### src/rtl/serial_comp_pkg.sv
// Shared definitions for the serial two's-complement arbiter slice.
// Holds the controller state encoding and the default word width and
// requester count used by serial_comp_arbiter and serial_twos_core.
package serial_comp_pkg;

    typedef enum logic [1:0] {
        IDLE  = 2'd0,
        LOAD  = 2'd1,
        SHIFT = 2'd2,
        DONE  = 2'd3
    } state_t;

    localparam int DEF_WIDTH   = 8;
    localparam int DEF_NUM_REQ = 4;

endpackage

### src/rtl/serial_twos_core.sv
// Bit-serial two's-complement core.
// The word is shifted out LSB first. Bits pass through unchanged up to and
// including the first 1, and every later bit is inverted. 'seen' records
// whether a 1 has already gone past.
// Ports:
//   Clock    rising-edge clock
//   reset_b  asynchronous active-low reset
//   load     capture data_in and clear the seen-one flag
//   shift    shift the word right by one bit
//   data_in  parallel word to complement
//   y        serial output bit (current LSB XOR seen)
module serial_twos_core
    import serial_comp_pkg::*;
#(
    parameter int WIDTH = DEF_WIDTH
) (
    input  logic             Clock,
    input  logic             reset_b,
    input  logic             load,
    input  logic             shift,
    input  logic [WIDTH-1:0] data_in,
    output logic             y
);

    logic [WIDTH-1:0] sr;
    logic             seen;

    always_ff @(posedge Clock or negedge reset_b) begin
        if (!reset_b) begin
            sr   <= '0;
            seen <= 1'b0;
        end else if (load) begin
            sr   <= data_in;
            seen <= 1'b0;
        end else if (shift) begin
            sr   <= {1'b0, sr[WIDTH-1:1]};
            seen <= seen | sr[0];
        end
    end

    assign y = sr[0] ^ seen;

endmodule

### src/rtl/serial_comp_arbiter.sv
// Round-robin front end for a shared bit-serial two's-complement core.
// One requester is granted, its word is latched, and the core is run through
// one load cycle and WIDTH shift cycles. The serial output is reassembled
// into a parallel result, which is returned with a one-cycle done pulse.
// Ports:
//   Clock     rising-edge clock
//   reset_b   asynchronous active-low reset
//   req       per-requester request level
//   req_data  requester i word at bits [i*WIDTH +: WIDTH]
//   gnt       one-hot grant, one-cycle pulse
//   busy      high whenever the controller is not idle
//   done      one-cycle pulse, result valid
//   done_id   id of the requester whose result is on result
//   result    two's complement of the granted word
//   ovf       granted word was the most-negative value
module serial_comp_arbiter
    import serial_comp_pkg::*;
#(
    parameter int NUM_REQ = DEF_NUM_REQ,
    parameter int WIDTH   = DEF_WIDTH,
    parameter int ID_W    = $clog2(NUM_REQ)
) (
    input  logic                     Clock,
    input  logic                     reset_b,
    input  logic [NUM_REQ-1:0]       req,
    input  logic [NUM_REQ*WIDTH-1:0] req_data,
    output logic [NUM_REQ-1:0]       gnt,
    output logic                     busy,
    output logic                     done,
    output logic [ID_W-1:0]          done_id,
    output logic [WIDTH-1:0]         result,
    output logic                     ovf
);

    localparam int CNT_W = (WIDTH > 1) ? $clog2(WIDTH) : 1;
    localparam logic [CNT_W-1:0] LAST_CNT = CNT_W'(WIDTH - 1);
    localparam logic [WIDTH-1:0] MOST_NEG = {1'b1, {(WIDTH-1){1'b0}}};

    state_t             state;
    logic [ID_W-1:0]    ptr;
    logic [ID_W-1:0]    id;
    logic [WIDTH-1:0]   word;
    logic [WIDTH-1:0]   result_sr;
    logic [CNT_W-1:0]   cnt;

    logic               found;
    logic [ID_W-1:0]    sel_id;
    logic [ID_W-1:0]    cand;
    logic [NUM_REQ-1:0] sel_onehot;
    logic [WIDTH-1:0]   sel_word;
    logic [WIDTH-1:0]   assembled;
    logic               core_y;

    // Search from ptr+1 upward with wrap; the first set request wins.
    always_comb begin
        found      = 1'b0;
        sel_id     = '0;
        cand       = '0;
        sel_onehot = '0;
        for (int unsigned k = 1; k <= NUM_REQ; k++) begin
            cand = ID_W'((32'(ptr) + k) % 32'(NUM_REQ));
            if (!found && req[cand]) begin
                found  = 1'b1;
                sel_id = cand;
            end
        end
        sel_onehot[sel_id] = 1'b1;
    end

    assign sel_word  = req_data[sel_id*WIDTH +: WIDTH];
    assign assembled = {core_y, result_sr[WIDTH-1:1]};

    serial_twos_core #(
        .WIDTH(WIDTH)
    ) u_core (
        .Clock   (Clock),
        .reset_b (reset_b),
        .load    (state == LOAD),
        .shift   (state == SHIFT),
        .data_in (word),
        .y       (core_y)
    );

    always_ff @(posedge Clock or negedge reset_b) begin
        if (!reset_b) begin
            state     <= IDLE;
            gnt       <= '0;
            busy      <= 1'b0;
            done      <= 1'b0;
            done_id   <= '0;
            result    <= '0;
            ovf       <= 1'b0;
            ptr       <= ID_W'(NUM_REQ - 1);
            id        <= '0;
            word      <= '0;
            result_sr <= '0;
            cnt       <= '0;
        end else begin
            case (state)
                IDLE: begin
                    if (found) begin
                        gnt   <= sel_onehot;
                        word  <= sel_word;
                        id    <= sel_id;
                        ptr   <= sel_id;
                        busy  <= 1'b1;
                        state <= LOAD;
                    end
                end
                LOAD: begin
                    gnt   <= '0;
                    cnt   <= '0;
                    state <= SHIFT;
                end
                SHIFT: begin
                    result_sr <= assembled;
                    cnt       <= cnt + 1'b1;
                    // The last shift publishes the fully assembled word directly.
                    if (cnt == LAST_CNT) begin
                        state   <= DONE;
                        done    <= 1'b1;
                        result  <= assembled;
                        done_id <= id;
                        ovf     <= (word == MOST_NEG);
                    end
                end
                DONE: begin
                    done  <= 1'b0;
                    busy  <= 1'b0;
                    state <= IDLE;
                end
                default: state <= IDLE;
            endcase
        end
    end

endmodule

### config.mk
export PLATFORM = sky130hd
export DESIGN_NAME = serial_comp_arbiter
export DESIGN_NICKNAME = d
export VERILOG_FILES = /design/src/rtl/serial_comp_pkg.sv /design/src/rtl/serial_twos_core.sv /design/src/rtl/serial_comp_arbiter.sv
export SDC_FILE = /design/constraint.sdc
export NUM_CORES = 1
export LEC_CHECK = 0
export ABC_AREA = 1
export CELL_PAD_IN_SITES_DETAIL_PLACEMENT = 0
export CELL_PAD_IN_SITES_GLOBAL_PLACEMENT = 1
export CORE_ASPECT_RATIO = 0.5
export CORE_UTILIZATION = 40
export CTS_CLUSTER_DIAMETER = 80
export DETAILED_ROUTE_END_ITERATION = 7
export PLACE_DENSITY_LB_ADDON = 0.1
export REMOVE_ABC_BUFFERS = 1
export SYNTH_ARGS = -nofsm -noshare
export SYNTH_HDL_FRONTEND = slang
export SYNTH_SLANG_ARGS = --single-unit
### constraint.sdc
create_clock -name Clock -period 5 [get_ports Clock]
set_input_delay 1 -clock Clock [delete_from_list [all_inputs] [get_ports Clock]]
set_output_delay 1 -clock Clock [all_outputs]
set_load 0.1 [all_outputs]
==> reports/results.ini, run 1 <==
[finish]
fillers = 654
layout_commonest_cell = nand2_1
final_cell_mix = 123 x nand2_1, 53 x clkdlybuf4s50_1, 48 x dfrtp_1, 39 x o21ai_0, 38 x inv_1
n_antenna_cell = 0
multi_input_area_sq_mm = 0.00133
design_area_sq_mm = 0.00355
area_growth_pct = 24.7
nets = 452
regArea_sq_mm = 0.00125
layout-drive-gt1-share = 0.111

[critical_path]
path_class = in -> reg
cp-end-kind = register
worstPathArrival_ns = 3.01
worstPathMaxFanout = 12
required_ns = 5.17
crit_path_start_kind = primary input
r2r_slack_ns = 2.55

[synthesis]
syn_area_per_cell_sq_um = 7.93
synth.cell_area_sq_mm = 0.00285
synth_ff_type = dfrtp_1
yosys_warnings = 0
yosys.cell_types.count = 30
synth_edf_count = 0
synth_seq_cells = 50
synth-seq-area-share = 0.440
async_reset_ff_frac = 1.00
synth_cells = 359

[sta]
rsz0062_at_grt = no
setup_viol = 0
max_freq_mhz = 352
slew-limit-headroom = 0.270
slew_violations = 0
min_period_over_period = 0.569
fin_skew_ns = 0.00793
finalHoldViolCount = 0
min_period_ns = 2.84
tightest_slew_ns = 1.10
setup-tns-final_ns = 0

[grt]
antenna_found_initial = 0
track_usage = 0.177
grt_pass1_wl_mm = 10.3
grt_remaining_overflow = 0
grt_pass1_vias = 2152
grt_max_degree = 51

[floorplan]
die_w_um = 121
start_util = 0.420
rows = 21
die_area_sq_mm = 0.00748
die_h_um = 61.7
coreArea_sq_mm = 0.00678
ios = 55

[flow_run]
cap_violations = 0

[detailed_routing]
vias = 2420
drtPass1Iterations = 4
drtAntennaViolNets = 0
dr.first_iter.drc_count = 167
drc = 0
vias_per_cell = 4.85
routed_wl_mm = 6.25
wl_per_cell_um = 12.5

[pwr]
p_sw_frac = 0.512
switching_power_mw = 1.27
seqPwrFrac = 0.261
p_total_mw = 2.49
p_int_mw = 1.22
ir_worst_vdd_v = 0.000224
power.static_leakage_nw = 1.74
comb_power_share = 0.604
clockPowerShare = 0.135
power_density_mw_per_mm2 = 701

[run_status]
outcome = complete, no violations

[clocking]
post_cts.repair.setup_buffers = 0
clock_sinks = 50
numCtsBuffers = 5
cts_tree = built
h-tree-depth = 2
clock_path_buffers = 2
clockRootBuffer = clkbuf_16
clk_latency_ns = 0.28
cts_hold_buf = 0
post_cts_resized = 0
clk_pin_slew_ns = 0.06

[placed_design]
portBuffers = 54
dp.final_hpwl_mm = 4.55
place_congestion = 0.806
place_area_sq_mm = 0.00340

[hold_path]
hold_path_class = reg -> reg

-- cell families (layout without fill, tap and decap cells) --
family	Yosys count	count (layout)	share of synthesized area
buffers and inverters	58	106	0.0936
and+or+nand+nor	185	185	0.325
adders and majority gates	8	8	0.0352
DFF	50	50	0.440
AOI/OAI and AO/OA	58	58	0.105
-- worst paths after layout --
check,end,cells after the start,from
worst min-delay path,result[3],2,result[3]
worst min register to register,result[3],2,result[3]
worst max register to register,word[4],13,ptr[0]
min in group asynchronous,done_id[1],1,reset_b
max in group asynchronous,word[4],1,reset_b
worst max-delay path,word[4],13,req[1]
-- per-stage QoR --
step           cells  utilization  hold WS (ns)  worst slack (ns)
3_5_place_dp     491        0.502         0.471              1.87
5_1_grt          499        0.524         0.504              2.01
2_1_floorplan    345            -         0.448              2.69
6_report         499        0.524         0.483              2.16
3_3_place_gp     491        0.502         0.463              1.87
4_1_cts          499        0.524         0.488              2.16
-- power by group through the flow --
stage,Clock (mW),Combinational [mW],Sequential [mW]
6_report,0.336,1.50,0.649
3_3_place_gp,0,1.48,0.648
3_5_place_dp,0,1.51,0.653
4_1_cts,0.345,1.52,0.647
2_1_floorplan,0,1.07,0.727
5_1_grt,0.363,1.72,0.664
-- routing by layer --
metal | wire, um | share of wire | track usage
met3 | 269 | 0.043 | 0.0343
met5 | 0 | 0 | 0
met2 | 2560 | 0.41 | 0.264
met1 | 3380 | 0.54 | 0.263
met4 | 42 | 0.0067 | 0.0441
-- cells in the mapped netlist (2+ instances only) --
library cell,count,area [sq um]
nand4_1,16,100
a21oi_1,9,45.0
inv_2,4,15.0
dfrtp_1,48,1200
o21ai_1,4,20.0
clkbuf_1,6,22.5
inv_1,38,143
nand3_1,13,65.1
nand2_4,6,67.6
buf_2,3,15.0
nand2_1,123,462
nand3_4,2,35.0
dfstp_2,2,52.6
buf_6,3,33.8
o21ai_0,39,195
o22ai_1,5,31.3
ha_1,8,100
nor4_1,2,12.5
nand2_2,17,106
-- state kept, by name, indices dropped and copies added, names as in the netlist --
signal,cells
busy,1
done_id,2
result_sr,7
id,2
ovf,1
result,8
u_core.seen,1
state,2
ptr,2
done,1
word,8
u_core.sr,8
cnt,3
gnt,4
-- worst max-delay path, stage by stage --
cell	delay (ns)
clkdlybuf4s50_1	0.43
inv_1	0.07
nand2_1	0.06
nand3_1	0.14
nand2_4	0.11
nor3_4	0.24
nand3_1	0.10
nand2_1	0.35
inv_2	0.19
nand2_1	0.12
nand2_1	0.07
nand2_1	0.07
nand2_1	0.05
-- area by class of cell --
type / instances / share of cell area
multi-input cells: 251 / 0.374
flip-flops and latches: 50 / 0.353
repair buffers: 54 / 0.151
inverters: 44 / 0.0486
clock buffers: 7 / 0.0402
well taps: 92 / 0.0324
clock inverters: 1 / 0.00141
No activity file was read; power rests on OpenSTA's default activity.
==> run 2, diff against run 1 <==
--- a/config.mk
+++ b/config.mk
@@ -9,7 +9,7 @@
 export CELL_PAD_IN_SITES_DETAIL_PLACEMENT = 0
 export CELL_PAD_IN_SITES_GLOBAL_PLACEMENT = 1
 export CORE_ASPECT_RATIO = 0.5
-export CORE_UTILIZATION = 40
+export CORE_UTILIZATION = 38
 export CTS_CLUSTER_DIAMETER = 80
 export DETAILED_ROUTE_END_ITERATION = 7
 export PLACE_DENSITY_LB_ADDON = 0.1
==> constraint.sdc (replaced) <==
create_clock -name Clock -period 2.7 [get_ports Clock]
set_input_delay 0.54 -clock Clock [delete_from_list [all_inputs] [get_ports Clock]]
set_output_delay 0.54 -clock Clock [all_outputs]
set_load 0.1 [all_outputs]
==> run 2 against run 1 <==
Compared with the run above: sequential power increased by 83%; sequential share of layout area decreased by 0.17 points; power increased by 88%; register-to-register slack got worse by 2.2 ns; first-iteration DRC count increased by 5.4%; clock skew decreased by 0.0020 ns; utilization decreased by 1.1 points; global-route usage decreased by 0.69 points; critical path type is now reg -> reg; highest routed layer unchanged; non-clock buffer count increased by 8; largest cell class unchanged; sequential cell count unchanged; critical path depth increased by 2; combinational power increased by 91%.
==> reports/results.ini, run 2 (synthesized netlist as in run 1, its figures left out) <==
[finish]
nets = 460  ; was 452
layout-drive-gt1-share = 0.169  ; was 0.111
area_growth_pct = 25.4  ; was 24.7%
stdcell_count = 507  ; was 499
layout_commonest_cell = nand2_1  ; unchanged
post-route-util = 0.512  ; was 0.524
final_cell_mix = 123 x nand2_1, 48 x dfrtp_1, 39 x o21ai_0, 38 x inv_1, 36 x clkdlybuf4s50_1  ; was 123 x nand2_1, 53 x clkdlybuf4s50_1, 48 x dfrtp_1, 39 x o21ai_0, 38 x inv_1
n_antenna_cell = 0  ; unchanged
largestRegisters = result: 8 flops, u_core.sr: 8 flops, word: 8 flops  ; unchanged

[clocking]
post_cts_resized = 0  ; unchanged
cts_tree = built  ; unchanged
post_cts.repair.setup_buffers = 0  ; unchanged
cts_hold_buf = 0  ; unchanged
clock_sinks = 50  ; unchanged
h-tree-depth = 2  ; unchanged
clk_latency_ns = 0.28  ; about the same
numCtsBuffers = 5  ; unchanged
clk_pin_slew_ns = 0.06  ; about the same
clock_path_buffers = 2  ; unchanged
clockRootBuffer = clkbuf_16  ; unchanged

[placed_design]
portBuffers = 54  ; unchanged
dp.cells = 499  ; was 491
place_congestion = 0.799  ; was 0.806
dpl_worst_slack_ns = 0.134  ; was 1.87 ns
dp.final_hpwl_mm = 4.70  ; was 4.55 mm

[critical_path]
required_ns = 2.87  ; was 5.17 ns
reg2regPathDepth = 15  ; was 13
r2r_end = word[1]  ; was word[4]
r2r_slack_ns = 0.39  ; was 2.55 ns
cp-end-kind = register  ; unchanged
r2r-start = ptr[0]  ; unchanged
worstPathMaxFanout = 20  ; was 12
crit_path_start_kind = register  ; was primary input
worstPathArrival_ns = 2.49  ; was 3.01 ns
path_class = reg -> reg  ; was in -> reg

[flow_run]
cap_violations = 0  ; unchanged

[detailed_routing]
routed_wl_mm = 6.30  ; was 6.25 mm
dr.first_iter.drc_count = 176  ; was 167
drtAntennaViolNets = 0  ; unchanged
drtPass1Iterations = 4  ; unchanged
drc = 0  ; unchanged
vias_per_cell = 4.81  ; was 4.85
wl_per_cell_um = 12.4  ; was 12.5 um
vias = 2439  ; was 2420

[grt]
grt_max_degree = 39  ; was 51
track_usage = 0.170  ; was 0.177
grt_remaining_overflow = 0  ; unchanged
grt_pass1_wl_mm = 10.8  ; was 10.3 mm
grt_pass1_vias = 2298  ; was 2152
antenna_found_initial = 0  ; unchanged

[run_status]
outcome = complete, no violations  ; unchanged

[hold_path]
hold_path_class = in -> async  ; was reg -> reg

[pwr]
power.static_leakage_nw = 1.81  ; was 1.74 nW
power_density_mw_per_mm2 = 1310  ; was 701 mW/mm^2
ir_worst_vdd_v = 0.000656  ; was 0.000224 V
p_total_mw = 4.68  ; was 2.49 mW

[floorplan]
rows = 21  ; unchanged
coreArea_sq_mm = 0.00696  ; was 0.00678 sq mm
die_h_um = 63.2  ; was 61.7 um
die_area_sq_mm = 0.00786  ; was 0.00748 sq mm
start_util = 0.409  ; was 0.420
die_w_um = 124  ; was 121 um
ios = 55  ; unchanged

[sta]
min_period_over_period = 0.857
max_freq_mhz = 432
postLayoutSetupSlackWorst_ns = 0.387  ; was 2.16 ns
min_period_ns = 2.31
tightest_slew_ns = 0.842  ; was 1.10 ns
setup_viol = 0  ; unchanged
slew_violations = 0  ; unchanged
finalHoldViolCount = 0  ; unchanged
rsz0062_at_grt = no  ; unchanged
setup-tns-final_ns = 0  ; unchanged
fin_skew_ns = 0.00590  ; was 0.00793 ns
slew-limit-headroom = 0.438  ; was 0.270

==> run 2: layer usage <==
metal,vias to the layer above,routed length (um),global-route usage
met4,0,55,0.0572
met2,66,2610,0.255
met3,6,273,0.0314
met1,1103,3360,0.246
li1,1264,-,-
met5,-,0,0
==> run 2: how the worst max path moves through the flow <==
stage	to	start	cells past startpoint	slack, ns
after floorplan	word[0]	ptr[0]	13	0.72
after global placement	word[1]	req[1]	14	0.20
after detailed placement	word[1]	req[1]	14	0.13
after CTS	word[1]	ptr[0]	15	0.39
after global routing	word[5]	ptr[0]	15	0.22
final	word[1]	ptr[0]	15	0.39
==> run 2: power breakdown <==
part	total [mW]	switching, mW	internal [mW]
Clock	0.630	0.262	0.368
Combinational	2.86	1.95	0.907
Sequential	1.19	0.166	1.03
Total	4.68	2.38	2.30
==> run 2: worst max-delay path: stages (launching register included) <==
cell and delay (ns):
dfstp_2 0.69, inv_8 0.09, nand2_2 0.07, nand2_2 0.08, nand2_4 0.10, nand2_4 0.09, inv_2 0.07, nand3_2 0.07
nand2_4 0.19, nand3_4 0.28, nand2_1 0.14, nand2_1 0.06, nand2_1 0.05, nand2_1 0.07, nand2_1 0.07, nand2_1 0.05
==> run 2: per-stage QoR <==
stage / instance area, sq um / hold slack (ns)
final: 3570 / 0.356
after global routing: 3570 / 0.437
after CTS: 3570 / 0.390
after detailed placement: 3420 / 0.467
after global placement: 3420 / 0.460
after floorplan: 2750 / 0.244
==> run 2: layout make-up <==
cell class	instances	area, sq um
Tap cell	92	115
Sequential cell	50	1250
Fill cell	664	3390
Multi-Input combinational cell	251	1330
Inverter	44	173
Timing Repair Buffer	62	553
Clock inverter	1	5.00
Clock buffer	7	143
